**src/rtl/acq_display_ctrl.sv**
```systemverilog
// rtl/acq_display_ctrl.sv - scope acquisition/display sequencer
// Arms a trigger on the ADC stream, captures N_SMP samples, then drives the interpolator through N_PIX pixels.
module acq_display_ctrl #(
  parameter int N_SMP    = 256,
  parameter int N_PIX    = 768,
  parameter int AUTO_TMO = 4096
) (
  input  logic        clk,
  input  logic        rst,
  input  logic        run,
  input  logic        single,
  input  logic        auto_en,
  input  logic [11:0] trig_level,
  input  logic        adc_valid,
  input  logic [11:0] adc_data,
  input  logic        vblank,
  output logic        smp_we,
  output logic [7:0]  smp_waddr,
  output logic [11:0] smp_wdata,
  output logic        itp_valid,
  input  logic        itp_ready,
  output logic [7:0]  itp_raddr_a,
  output logic [7:0]  itp_raddr_b,
  output logic [1:0]  itp_phase,
  output logic [9:0]  itp_waddr,
  output logic        frame_done,
  output logic        busy,
  output logic [2:0]  state_o
);

  localparam int TW = (AUTO_TMO > 2) ? $clog2(AUTO_TMO) : 1;

  typedef enum logic [2:0] {
    S_IDLE     = 3'd0,
    S_ARM      = 3'd1,
    S_CAPTURE  = 3'd2,
    S_WAIT_VBL = 3'd3,
    S_INTERP   = 3'd4
  } state_t;

  state_t state, state_nxt;

  logic [11:0]   prev_data;
  logic          prev_valid;
  logic [TW-1:0] tmo_cnt;
  logic [7:0]    waddr;
  logic          vbl_q;
  logic          itp_valid_q;
  logic [7:0]    itp_i;
  logic [1:0]    itp_ph;
  logic [9:0]    itp_p;
  logic          frame_done_q;

  logic trig_hit, wr_en, vbl_rise, hs, last_pix, cap_last;

  always_comb begin
    trig_hit = adc_valid &&
               ((prev_valid && (prev_data < trig_level) && (adc_data >= trig_level)) ||
                (auto_en && (tmo_cnt == TW'(AUTO_TMO - 1))));
    wr_en    = ((state == S_ARM) && trig_hit) || ((state == S_CAPTURE) && adc_valid);
    cap_last = (state == S_CAPTURE) && adc_valid && (waddr == 8'(N_SMP - 1));
    vbl_rise = vblank && !vbl_q;
    hs       = itp_valid_q && itp_ready;
    last_pix = hs && (itp_p == 10'(N_PIX - 1));
  end

  always_ff @(posedge clk) begin
    if (rst) state <= S_IDLE;
    else     state <= state_nxt;
  end

  always_comb begin
    state_nxt = state;
    case (state)
      S_IDLE:     if (run || single) state_nxt = S_ARM;
      S_ARM:      if (trig_hit)      state_nxt = S_CAPTURE;
      S_CAPTURE:  if (cap_last)      state_nxt = S_WAIT_VBL;
      S_WAIT_VBL: if (vbl_rise)      state_nxt = S_INTERP;
      S_INTERP:   if (last_pix)      state_nxt = run ? S_ARM : S_IDLE;
      default:                       state_nxt = S_IDLE;
    endcase
  end

  // Write strobe is combinational off adc_valid; rst masks it so nothing lands during reset.
  always_comb begin
    smp_we      = wr_en && !rst;
    smp_waddr   = smp_we ? waddr : 8'd0;
    smp_wdata   = smp_we ? adc_data : 12'd0;
    itp_valid   = itp_valid_q;
    itp_raddr_a = itp_i;
    itp_raddr_b = !itp_valid_q ? 8'd0 :
                  (itp_i == 8'(N_SMP - 1)) ? itp_i : itp_i + 8'd1;
    itp_phase   = itp_ph;
    itp_waddr   = itp_p;
    frame_done  = frame_done_q;
    busy        = (state != S_IDLE);
    state_o     = state;
  end

  always_ff @(posedge clk) begin
    if (rst) begin
      prev_data    <= 12'd0;
      prev_valid   <= 1'b0;
      tmo_cnt      <= '0;
      waddr        <= 8'd0;
      vbl_q        <= 1'b0;
      itp_valid_q  <= 1'b0;
      itp_i        <= 8'd0;
      itp_ph       <= 2'd0;
      itp_p        <= 10'd0;
      frame_done_q <= 1'b0;
    end else begin
      vbl_q        <= vblank;
      frame_done_q <= last_pix;

      // Trigger history lives only inside ARM; any other state invalidates it.
      if (state == S_ARM) begin
        if (adc_valid) begin
          prev_data  <= adc_data;
          prev_valid <= 1'b1;
          if (tmo_cnt != TW'(AUTO_TMO - 1)) tmo_cnt <= tmo_cnt + TW'(1);
        end
      end else begin
        prev_valid <= 1'b0;
        tmo_cnt    <= '0;
      end

      if (wr_en) waddr <= cap_last ? 8'd0 : waddr + 8'd1;

      if ((state == S_WAIT_VBL) && vbl_rise) begin
        itp_valid_q <= 1'b1;
        itp_i       <= 8'd0;
        itp_ph      <= 2'd0;
        itp_p       <= 10'd0;
      end else if (hs) begin
        if (last_pix) begin
          itp_valid_q <= 1'b0;
          itp_i       <= 8'd0;
          itp_ph      <= 2'd0;
          itp_p       <= 10'd0;
        end else begin
          itp_p <= itp_p + 10'd1;
          if (itp_ph == 2'd2) begin
            itp_ph <= 2'd0;
            itp_i  <= itp_i + 8'd1;
          end else begin
            itp_ph <= itp_ph + 2'd1;
          end
        end
      end
    end
  end

endmodule
```
**config.mk**
```make
export PLATFORM = sky130hd
export DESIGN_NAME = acq_display_ctrl
export DESIGN_NICKNAME = d
export VERILOG_FILES = /design/src/rtl/acq_display_ctrl.sv
export SDC_FILE = /design/constraint.sdc
export NUM_CORES = 1
export LEC_CHECK = 0
export BUFFER_PORTS_ARGS = -buffer_cell sky130_fd_sc_hd__buf_4
export CAP_MARGIN = 20
export CORE_MARGIN = 2
export CORE_UTILIZATION = 30
export CTS_CLUSTER_SIZE = 25
export DETAILED_ROUTE_END_ITERATION = 8
export PLACE_DENSITY = 0.5
export SYNTH_ARGS = -nofsm -noshare
export SYNTH_HDL_FRONTEND = slang
export SYNTH_SLANG_ARGS = --single-unit
export TNS_END_PERCENT = 100
```
**constraint.sdc**
```tcl
create_clock -name clk -period 6 [get_ports clk]
set_input_delay 0.9 -clock clk [delete_from_list [all_inputs] [get_ports clk]]
set_output_delay 0.9 -clock clk [all_outputs]
set_load 0.05 [all_outputs]
```
; ---- After elaboration in Yosys (flattened, before gate mapping)
; Index checks and enable logic that the tools add are counted.
[word_totals]
register_bits = 59
in_bits = 32
output_inout_bits = 55
elab_cells = 83
[classes]
addsub = 5
n_lt_le_gt_ge = 2
eq_ne = 15
muxes = 20
bitwise_logic = 1
n_reduce_logical = 29
[ops]
columns = cell, n
row1 = $mux W8, 6
row2 = $add A8 B1 Y8 const B, 2
row3 = $eq A8 B8 Y1 const B, 2
row4 = $mux W3, 5
row5 = $pmux W3 S5, 1
row6 = $add A12 B1 Y12 const B, 1
row7 = $eq A12 B12 Y1 const B, 1
row8 = $ge A12 B12 Y1, 1
row9 = $logic_and A1 B1 Y1, 12
row10 = $lt A12 B12 Y1, 1
row11 = $mux W12, 1
row12 = $ne A12 B12 Y1 const B, 1
row13 = $add A10 B1 Y10 const B, 1
row14 = $eq A10 B10 Y1 const B, 1
row15 = $mux W10, 1
row16 = $ne A2 B2 Y1 const B, 5
row17 = $reduce_and A2 Y1, 4
row18 = $eq A3 B2 Y1 const B, 2
row19 = $reduce_bool A2 Y1, 3
row20 = $reduce_and A5 Y1, 1
row21 = $mux W1, 4
row22 = $mux W2, 2
row23 = $reduce_or A2 Y1, 2
row24 = $eq A3 B1 Y1 const B, 1
row25 = 8 further kinds, 11

; ---- Logic depth before layout (Yosys ltp)
[logic_depth]
word_depth = 9
mapped_depth = 10

; ---- Least setup slack after synthesis
; Ideal clock, no wire load.
[synth_timing]
kind = input port to output port
from = input port trig_level[2]
to = output port smp_wdata[10]
arrival_ns = 2.856
required_time_ns = 5.100
path_slack_ns = 2.244
cell_stages = 10
n_path_buf = 1
cell_sequence = inv_1 > ha_1 > a211o_1 > a31oi_1 > o41ai_1 > o211ai_1 > o21bai_2 > and2b_4 > buf_6 > and2_1
[synth_via]
elab_chain_len = 9
word_cells_on_any_way = 10
[synth_rtl]
columns = item, line_no
row1 = "start, declared", 13  ; input logic [11:0] trig_level,
row2 = $lt A12 B12 Y1, 58  ; ((prev_valid && (prev_data < trig_level) && (adc_data >= trig_level)) ||
row3 = $logic_and A1 B1 Y1, 58
row4 = $logic_and A1 B1 Y1 (*), 58
row5 = $logic_or A1 B1 Y1 (*), 58
row6 = $logic_and A1 B1 Y1 (*), 57  ; trig_hit = adc_valid &&
row7 = $logic_and A1 B1 Y1 (*), 60  ; wr_en = ((state == S_ARM) && trig_hit) || ((state == S_CAPTURE) && adc_valid);
row8 = $logic_or A1 B1 Y1 (*), 60
row9 = $logic_and A1 B1 Y1 (*), 86  ; smp_we = wr_en && !rst;
row10 = net smp_we, 17  ; output logic smp_we,
row11 = $mux W12 (*), 88  ; smp_wdata = smp_we ? adc_data : 12'd0;
row12 = "end, declared", 19  ; output logic [11:0] smp_wdata,
; The timed path passes the listed nets; every way through them passes the cells marked *.

; ---- Worst setup path in the final report
[layout_timing]
from = input port trig_level[5]
to = output port smp_wdata[2]
[layout_via]
elab_chain_len = 9
word_cells_on_any_way = 10
[layout_rtl]
columns = item, line_no
row1 = $lt A12 B12 Y1, 58
row2 = $logic_and A1 B1 Y1, 58
row3 = $logic_and A1 B1 Y1 (*), 58
row4 = $logic_or A1 B1 Y1 (*), 58
row5 = $logic_and A1 B1 Y1 (*), 57
row6 = $logic_and A1 B1 Y1 (*), 60
row7 = $logic_or A1 B1 Y1 (*), 60
row8 = $logic_and A1 B1 Y1 (*), 86
row9 = $mux W12 (*), 88
; Every way passes the cells marked *; elsewhere a longest branch is shown, timed or not.

==> results.py <==
metrics = {
    "status": {
        "outcome": "finished, final reports clean",
    },
    "critical_path": {
        "crit_chain": "buf_4 -> inv_1 -> ha_1 -> a21oi_1 -> o21ai_0 -> a221oi_1 -> o211ai_1 -> o21bai_2 -> and2b_4 -> and2_1 -> buf_4",
        "startpoint_type": "input pin",
        "cp_common_cell": "buf_4",
        "r2r_start": "state_o[0]",
        "crit_start": "trig_level[5]",
        "critPathMaxStageDelay_ns": 0.47,
        "cp-end-kind": "output port",
        "critical_path_class": "in2out",
        "worstPathMaxFanout": 24,
        "critPathArrivalTime_ns": 3.29,
        "crit_path_top_delay_cell": "o21bai_2",
        "required_ns": 5.10,
    },
    "floorplan": {
        "die_w_um": 110,
        "core_um2": 10900,
        "rows": 38,
        "die_area_um2": 12100,
        "chipHeight_um": 110,
        "ios": 87,
        "start_util_pct": 30.9,
    },
    "global_route": {
        "first_global_vias": 2715,
        "track_usage_pct": 13.4,
        "overflow": 0,
        "grt_max_degree": 34,
        "grt_pass1_wl_um": 12700,
        "antenna_found_initial": 0,
    },
    "placement": {
        "gp_congestion": 0.773,
        "portBuffers": 86,
        "pre_cts_ws_ns": 1.80,
        "hpwl_um": 6090,
    },
    "power_and_ir_drop": {
        "seq_power_share_pct": 40.4,
        "irDropWorstVdd_mv": 0.103,
        "clkPwrFrac_pct": 40.2,
        "p_switching_mw": 0.314,
        "p_sw_share_pct": 29.2,
        "power_density_nw_per_um2": 246,
        "p_comb_share_pct": 19.4,
        "power.total_mw": 1.08,
        "p_int_mw": 0.761,
        "p_leak_nw": 1.91,
    },
    "sta": {
        "fin_tns_setup_ns": 0,
        "holdWs_ns": 0.463,
        "final.setup_skew_ns": 0.00785,
        "hold_violations": 0,
        "slew_headroom_pct": 44.3,
        "rsz0062_at_grt": "no",
        "fin_crit_sh_pct": 69.9,
        "setup_slack_ns": 1.81,
        "tightestPinTransition_ns": 0.834,
        "fmax_ghz": 0.238,
        "period_needed_ns": 4.19,
        "drv_slew": 0,
        "setup_viol": 0,
    },
    "drt": {
        "vias": 3018,
        "drt.antenna.violating_nets": 0,
        "drt-initial-drc-count": 126,
        "drt_pre_antenna_iters": 4,
        "routed_via_density": 4.66,
        "route.detailed.drc": 0,
        "wl_um": 8040,
        "drt-wirelength-per-cell_um": 12.4,
    },
    "yosys": {
        "avgSynthCellArea_um2": 8.05,
        "synth_warnings": 0,
        "synth_top_area_share_pct": 34.9,
        "syn_area_um2": 3380,
        "ys_types": 50,
        "synth_fp_nets": 479,
        "yosysSeqAreaShare_pct": 34.9,
        "yosys-top-cells-area": "dfxtp_1 (35%), ha_1 (10%), nor2_1 (5.9%), nand2_1 (5.6%), a21oi_1 (4.9%)",
        "synth_most_common_cell": "dfxtp_1",
        "dominantRegCellSynth": "dfxtp_1",
        "synth_top_area_cell": "dfxtp_1",
        "synth_edf_count": 0,
        "syn_inst": 420,
        "ys_seq_elements": 59,
        "synth_common_cells": "dfxtp_1 (59), nor2_1 (53), nand2_1 (50)",
        "synthArstFlopShare_pct": 0,
    },
    "min_path": {
        "hold_class": "reg2reg",
        "hold_start": "prev_data[2]",
    },
    "cts": {
        "worstSkewPairLatency_ns": 0.32,
        "cts.clk_slew.worst_paths_ns": 0.05,
        "clockRootBuffer": "clkbuf_16",
        "clk_path_buf_depth": 2,
        "cts_hold_buffers": 0,
        "tritoncts": "yes",
        "cts_resized": 0,
        "cts_sinks": 59,
        "post_cts_buffers": 0,
        "htreeDepth": 3,
        "cts_inserted_buffers": 9,
    },
    "cells_and_area": {
        "diodes": 0,
        "final_util_pct": 40.0,
        "drive_gt1_share_pct": 20.9,
        "fin_nets": 563,
        "area_growth_syn_to_layout_pct": 29.5,
    },
    "flow_run": {
        "maxCapViolCount": 0,
    },
}
[worst max-delay path: cells and delay by family]
| kind | cells | cell delay (ns) |
|---|---|---|
| buffers and inverters | 3 | 0.31 |
| AOI/OAI and AO/OA | 5 | 1.19 |
| adders and majority gates | 1 | 0.31 |
| and+or+nand+nor | 2 | 0.57 |
[through the flow]
stage               cell area [µm²]  std cells
global placement               4130        633
detailed placement             4130        633
floorplan                      3380        420
CTS                            4380        647
global route                   4380        647
finish                         4380        647
[flip-flops by register name, summed over array words and instances (netlist names), 2 cells and up]
register     cells
itp_waddr       10
waddr            8
prev_data       12
tmo_cnt         12
itp_raddr_a      8
state_o          3
itp_phase        2
[cells by family after synthesis]
group / count (synthesis) / synth area share, %
xor+xnor: 29 / 7.51
simple gates: 196 / 28.5
fa+ha+maj: 27 / 9.99
compound gates: 72 / 13.3
mux: 5 / 1.48
flops: 59 / 34.9
buf+inv: 32 / 4.26
[layout by cell type (no fill, tap or decap), types with 5 or more instances in the layout]
cell	count
a21oi_1	33
and2_1	23
and3_1	8
buf_4	86
clkbuf_16	9
dfxtp_1	59
ha_1	27
inv_1	19
mux2i_1	5
nand2_1	50
nand2b_1	8
nand3_1	19
nand4_1	6
nor2_1	53
nor3_1	6
o21ai_0	9
xnor2_1	16
xor2_1	13
[power groups by stage]
stage	combinational, mW	sequential, mW	clock [mW]
floorplan	0.143	0.444	0
finish	0.209	0.434	0.432
CTS	0.212	0.434	0.448
detailed placement	0.211	0.441	0
global placement	0.209	0.441	0
global route	0.231	0.437	0.466
[routing by layer]
metal	track usage (%)	up-vias	wire (µm)
li1	-	1610	-
met1	18.1	1339	4030
met2	20.6	62	3510
met3	3.53	7	408
met4	4.82	0	97
met5	0	-	0
[final cells by class]
| class | count | area [µm²] |
|---|---|---|
| Multi-Input combinational cell | 329 | 2060 |
| Inverter | 19 | 71.3 |
| Clock inverter | 4 | 20.0 |
| Clock buffer | 10 | 229 |
| Timing Repair Buffer | 86 | 646 |
| Tap cell | 140 | 175 |
| Sequential cell | 59 | 1180 |
| Fill cell | 1143 | 6560 |
[path summary, 6_finish.rpt]
path                                      to  slack (ns)  cells after the start
worst max-delay path            smp_wdata[2]        1.81                     11
worst max register to register      waddr[3]        3.30                      5
worst min register to register  prev_data[2]        0.46                      2
worst min-delay path            prev_data[2]        0.46                      2
Note: power is estimated with default switching activity, not from simulation.
